--- config.mk ---
export PLATFORM = sky130hd
export DESIGN_NAME = shift_sequencer
export DESIGN_NICKNAME = d
export VERILOG_FILES = /design/src/rtl/shift_sequencer.sv
export SDC_FILE = /design/constraint.sdc
export NUM_CORES = 1
export LEC_CHECK = 0
export ABC_AREA = 1
export BUFFER_PORTS_ARGS = -buffer_cell sky130_fd_sc_hd__buf_2
export CAP_MARGIN = 20
export CORE_MARGIN = 2
export CORE_UTILIZATION = 45
export DETAILED_ROUTE_END_ITERATION = 10
export GPL_ROUTABILITY_DRIVEN = 0
export PLACE_DENSITY = 0.71
export SYNTH_ARGS = -nofsm -noshare
export SYNTH_HDL_FRONTEND = slang
export SYNTH_HIERARCHICAL = 1
export SYNTH_SLANG_ARGS = --single-unit
--- constraint.sdc ---
create_clock -name clk -period 1.3 [get_ports clk]
set_input_delay 0.13 -clock clk [delete_from_list [all_inputs] [get_ports clk]]
set_output_delay 0.13 -clock clk [all_outputs]
set_load 0.005 [all_outputs]
--- src/rtl/shift_sequencer.sv ---
// rtl/shift_sequencer.sv - multi-cycle shift-by-N controller around a single-step shifter
// One shifter step per clock; start/done handshake with carry and zero flags.

module shifter (
  input  logic [7:0] A,
  input  logic       LA,
  input  logic       LR,
  output logic [7:0] Y,
  output logic       C
);
  always_comb begin
    Y = A;
    C = 1'b0;
    if (LR) begin
      // Arithmetic right replicates the sign bit; logical right fills with zero.
      Y = {LA & A[7], A[7:1]};
      C = A[0];
    end else begin
      Y = {A[6:0], 1'b0};
      C = A[7];
    end
  end
endmodule

module shift_sequencer #(
  parameter int AMT_W = 3
) (
  input  logic             clk,
  input  logic             rst,
  input  logic             start,
  input  logic [7:0]       A,
  input  logic [AMT_W-1:0] AMT,
  input  logic             LR,
  input  logic             LA,
  output logic             busy,
  output logic             done,
  output logic [7:0]       Y,
  output logic             C,
  output logic             Z
);
  typedef enum logic [1:0] {
    S_IDLE  = 2'd0,
    S_SHIFT = 2'd1,
    S_DONE  = 2'd2
  } state_t;

  state_t           r_state;
  state_t           w_state_nxt;
  logic [7:0]       r_y;
  logic [7:0]       w_y_nxt;
  logic             r_c;
  logic             w_c_nxt;
  logic [AMT_W-1:0] r_count;
  logic [AMT_W-1:0] w_count_nxt;
  logic             r_la;
  logic             w_la_nxt;
  logic             r_lr;
  logic             w_lr_nxt;
  logic             w_capture;
  logic [7:0]       w_sh_y;
  logic             w_sh_c;

  // Mode comes from the captured registers so input changes mid-shift are ignored.
  shifter u_shifter (
    .A  (r_y),
    .LA (r_la),
    .LR (r_lr),
    .Y  (w_sh_y),
    .C  (w_sh_c)
  );

  assign w_capture = start && (r_state != S_SHIFT);

  always_comb begin
    w_state_nxt = r_state;
    w_y_nxt     = r_y;
    w_c_nxt     = r_c;
    w_count_nxt = r_count;
    w_la_nxt    = r_la;
    w_lr_nxt    = r_lr;
    case (r_state)
      S_SHIFT: begin
        w_y_nxt     = w_sh_y;
        w_c_nxt     = w_sh_c;
        w_count_nxt = r_count - AMT_W'(1);
        // The step taken with count==1 is the last one.
        if (r_count <= AMT_W'(1)) begin
          w_state_nxt = S_DONE;
        end
      end
      S_DONE: begin
        if (!w_capture) begin
          w_state_nxt = S_IDLE;
        end
      end
      default: begin
        w_state_nxt = S_IDLE;
      end
    endcase
    if (w_capture) begin
      w_y_nxt     = A;
      w_c_nxt     = 1'b0;
      w_count_nxt = AMT;
      w_la_nxt    = LA;
      w_lr_nxt    = LR;
      w_state_nxt = (AMT != '0) ? S_SHIFT : S_DONE;
    end
  end

  always_ff @(posedge clk) begin
    if (rst) begin
      r_state <= S_IDLE;
      r_y     <= 8'h00;
      r_c     <= 1'b0;
      r_count <= '0;
      r_la    <= 1'b0;
      r_lr    <= 1'b0;
    end else begin
      r_state <= w_state_nxt;
      r_y     <= w_y_nxt;
      r_c     <= w_c_nxt;
      r_count <= w_count_nxt;
      r_la    <= w_la_nxt;
      r_lr    <= w_lr_nxt;
    end
  end

  assign busy = (r_state == S_SHIFT);
  assign done = (r_state == S_DONE);
  assign Y    = r_y;
  assign C    = r_c;
  assign Z    = done && (r_y == 8'h00);
endmodule

==> out/metrics.yaml <==
outcome: "complete, but fails checks"
violations: "negative setup slack"
final_layout_size_suffix_gt1_frac: 0.216
cts_buffers: 3
grt_max_degree: 21
reg2reg_depth: 9
hold_end: "r_state[0]"
clockBufferDepth: 2
pre_cts_slack_ns: 0.221
seqCellArea_sq_um: 320
clock_sinks: 16
die_h_microns: 50.8
fin_skew_ns: 0.00648
synth_cell_type_count: 19
relSlewSlack: 0.706
hold_slack_ns: 0.0255
drv_slew: 0
cts.htree.levels: 1
yosysTopAreaCell: "dfxtp_1"
routed_wl_mm: 2.25
powerDensity_mw_per_mm2: 1030
place_hpwl_mm: 1.70
fin_crit_sh: 1.01
cts_tree: "built"
cp_max_fo: 6
synth_nets: 178
path_clk_slew_ns: 0.10
ir_drop_uv: 535
dpl_cell_area_sq_mm: 0.00111
grt_pass1_vias: 978
wl_per_cell_microns: 10.6
clockRootBuffer: "clkbuf_4"
die_w_microns: 50.8
hp-start: "rst"
final_cell_area_sq_mm: 0.00114
rsz0062_at_grt: "yes"
yosys-top-cells-area: "dfxtp_1, nand2_1, nand3_1, inv_1, a21oi_1"
syn_avg_cell_area_sq_um: 6.15
worst_slack_ns: -0.00656
final_hold_viol_count: 0
detail-route-antenna-nets: 0
num_rows: 16
crit_path_end_kind: "output port"
period_needed_ns: 1.31
drcViolationCount: 0
track_usage: 0.201
post_cts_buffers: 0
hp-class: "input pin to flip-flop"
path_class: "flip-flop to output port"
syn_area_sq_um: 983
r2r-start: "r_count[0]"
cap_violations: 0
netlist.area_leader.share: 0.326
fillers: 222
io_buffers: 27
tightestPinTransition_ns: 0.441
first_iter_violations: 18
num_antenna_cells: 0
multiInputGateArea_sq_um: 527
crit_arrival_ns: 1.18
r2r-end: "r_count[2]"
dieArea_sq_mm: 0.00258
synthCells: 160
first_pass_iters: 5
initial_core_util: 0.491
yosys_register_bits: 16
vias: 1062
clock_latency_ns: 0.28
grt_pass1_wl_mm: 4.00
fp.coreArea_sq_mm: 0.00200
leakage_uw: 0.000634
yosysWarnings: 6
crit_required_ns: 1.17
regToRegSetupSlack_ns: 0.19
start_kind: "flip-flop"
grt_antenna_before_repair: 0
finalSetupViolations: 1
holdBufCountCts: 0
hold_path_depth: 2
yosysSeqAreaShare: 0.326
final_nets: 205
area_growth_syn_to_layout_pct: 15.9
io_pins: 28
routed_via_density: 5.01
fmax_ghz: 0.765
grt_remaining_overflow: 0
[cell usage after synthesis, drive strengths merged]
master	count
o21ai	10
dfxtp	16
a21oi	11
buf	7
nand3b	2
ha	2
inv	23
nand2	59
nand4	2
nand3	18
nor2	10
[final cells by class]
type / instances / share of cell area
Multi-Input combinational cell: 114 / 0.462
Sequential cell: 16 / 0.281
Timing Repair Buffer: 29 / 0.132
Inverter: 23 / 0.0757
Tap cell: 27 / 0.0296
Clock buffer: 3 / 0.0198
[logic make-up (layout without fill, tap and decap cells)]
kind of cell | after synthesis | in the layout | synth area share
AOI/OAI and AO/OA | 21 | 21 | 0.107
adders and majority gates | 2 | 2 | 0.0254
DFF | 16 | 16 | 0.326
and+or+nand+nor | 91 | 91 | 0.401
buffers and inverters | 30 | 55 | 0.141
[metrics by stage]
stage / utilization / power (uW) / instances / TNS, ns
after floorplan: - / 832 / 160 / 0
after global routing: 0.569 / 1270 / 212 / -0.139
final: 0.569 / 1180 / 212 / -0.00656
after detailed placement: 0.557 / 927 / 209 / 0
after CTS: 0.569 / 1190 / 212 / -0.00826
after global placement: 0.557 / 915 / 209 / 0
[cell usage in the layout (no fill, tap or decap)]
master    synthesis  layout
nor2_2            1       2
nand4_1           2       2
nand3b_1          2       2
nand2_2           1       1
nor2_1            9       8
o21ai_0           9       9
clkbuf_4          0       3
inv_2             3       3
a21oi_1          11      11
dfxtp_1          16      16
nand2_1          57      57
nand3_2           1       1
ha_1              2       2
inv_1            20      20
buf_4             2       2
nand2_4           1       1
buf_2             3      27
o21ai_1           1       1
nand3_1          17      17
[state kept, by name, summed over array words and instances, names as in the netlist]
| register | flops |
|---|---|
| C | 1 |
| Y | 8 |
| r_count | 3 |
| r_la | 1 |
| r_lr | 1 |
| r_state | 2 |
[report_power, final]
group          total (uW)  internal, uW  switching [uW]
clock network         260           107             153
logic                 330           137             194
registers             586           538            47.9
[repair_timing]
action                                  in CTS  in global routing
resized for setup                            1                  0
pin swaps                                    0                  0
gates cloned                                 0                  0
endpoints found under the setup margin       1                  2
[critical path, stage by stage (launching register included)]
cell	delay, ns
dfxtp_1	0.42
inv_1	0.07
nor2_2	0.23
buf_2	0.17
[routing by layer]
metal  vias to the layer above  track usage  part of all wire
li1                        548            -                 -
met1                       488        0.243              0.44
met3                         2       0.0357             0.046
met4                         0       0.0811            0.0062
met2                        24        0.349              0.51
met5                         -            0                 0
[worst max-delay path by stage]
stage / start / to / slack [ns] / cells past startpoint
finish: r_state[0] / busy / -0.007 / 3
detailed placement: r_count[0] / r_count[2] / 0.22 / 9
floorplan: r_count[0] / r_count[1] / 0.32 / 7
global route: r_state[0] / busy / -0.08 / 3
global placement: r_count[0] / r_count[2] / 0.24 / 8
CTS: r_state[0] / busy / -0.008 / 3
Note: power is estimated with default switching activity, not from simulation.
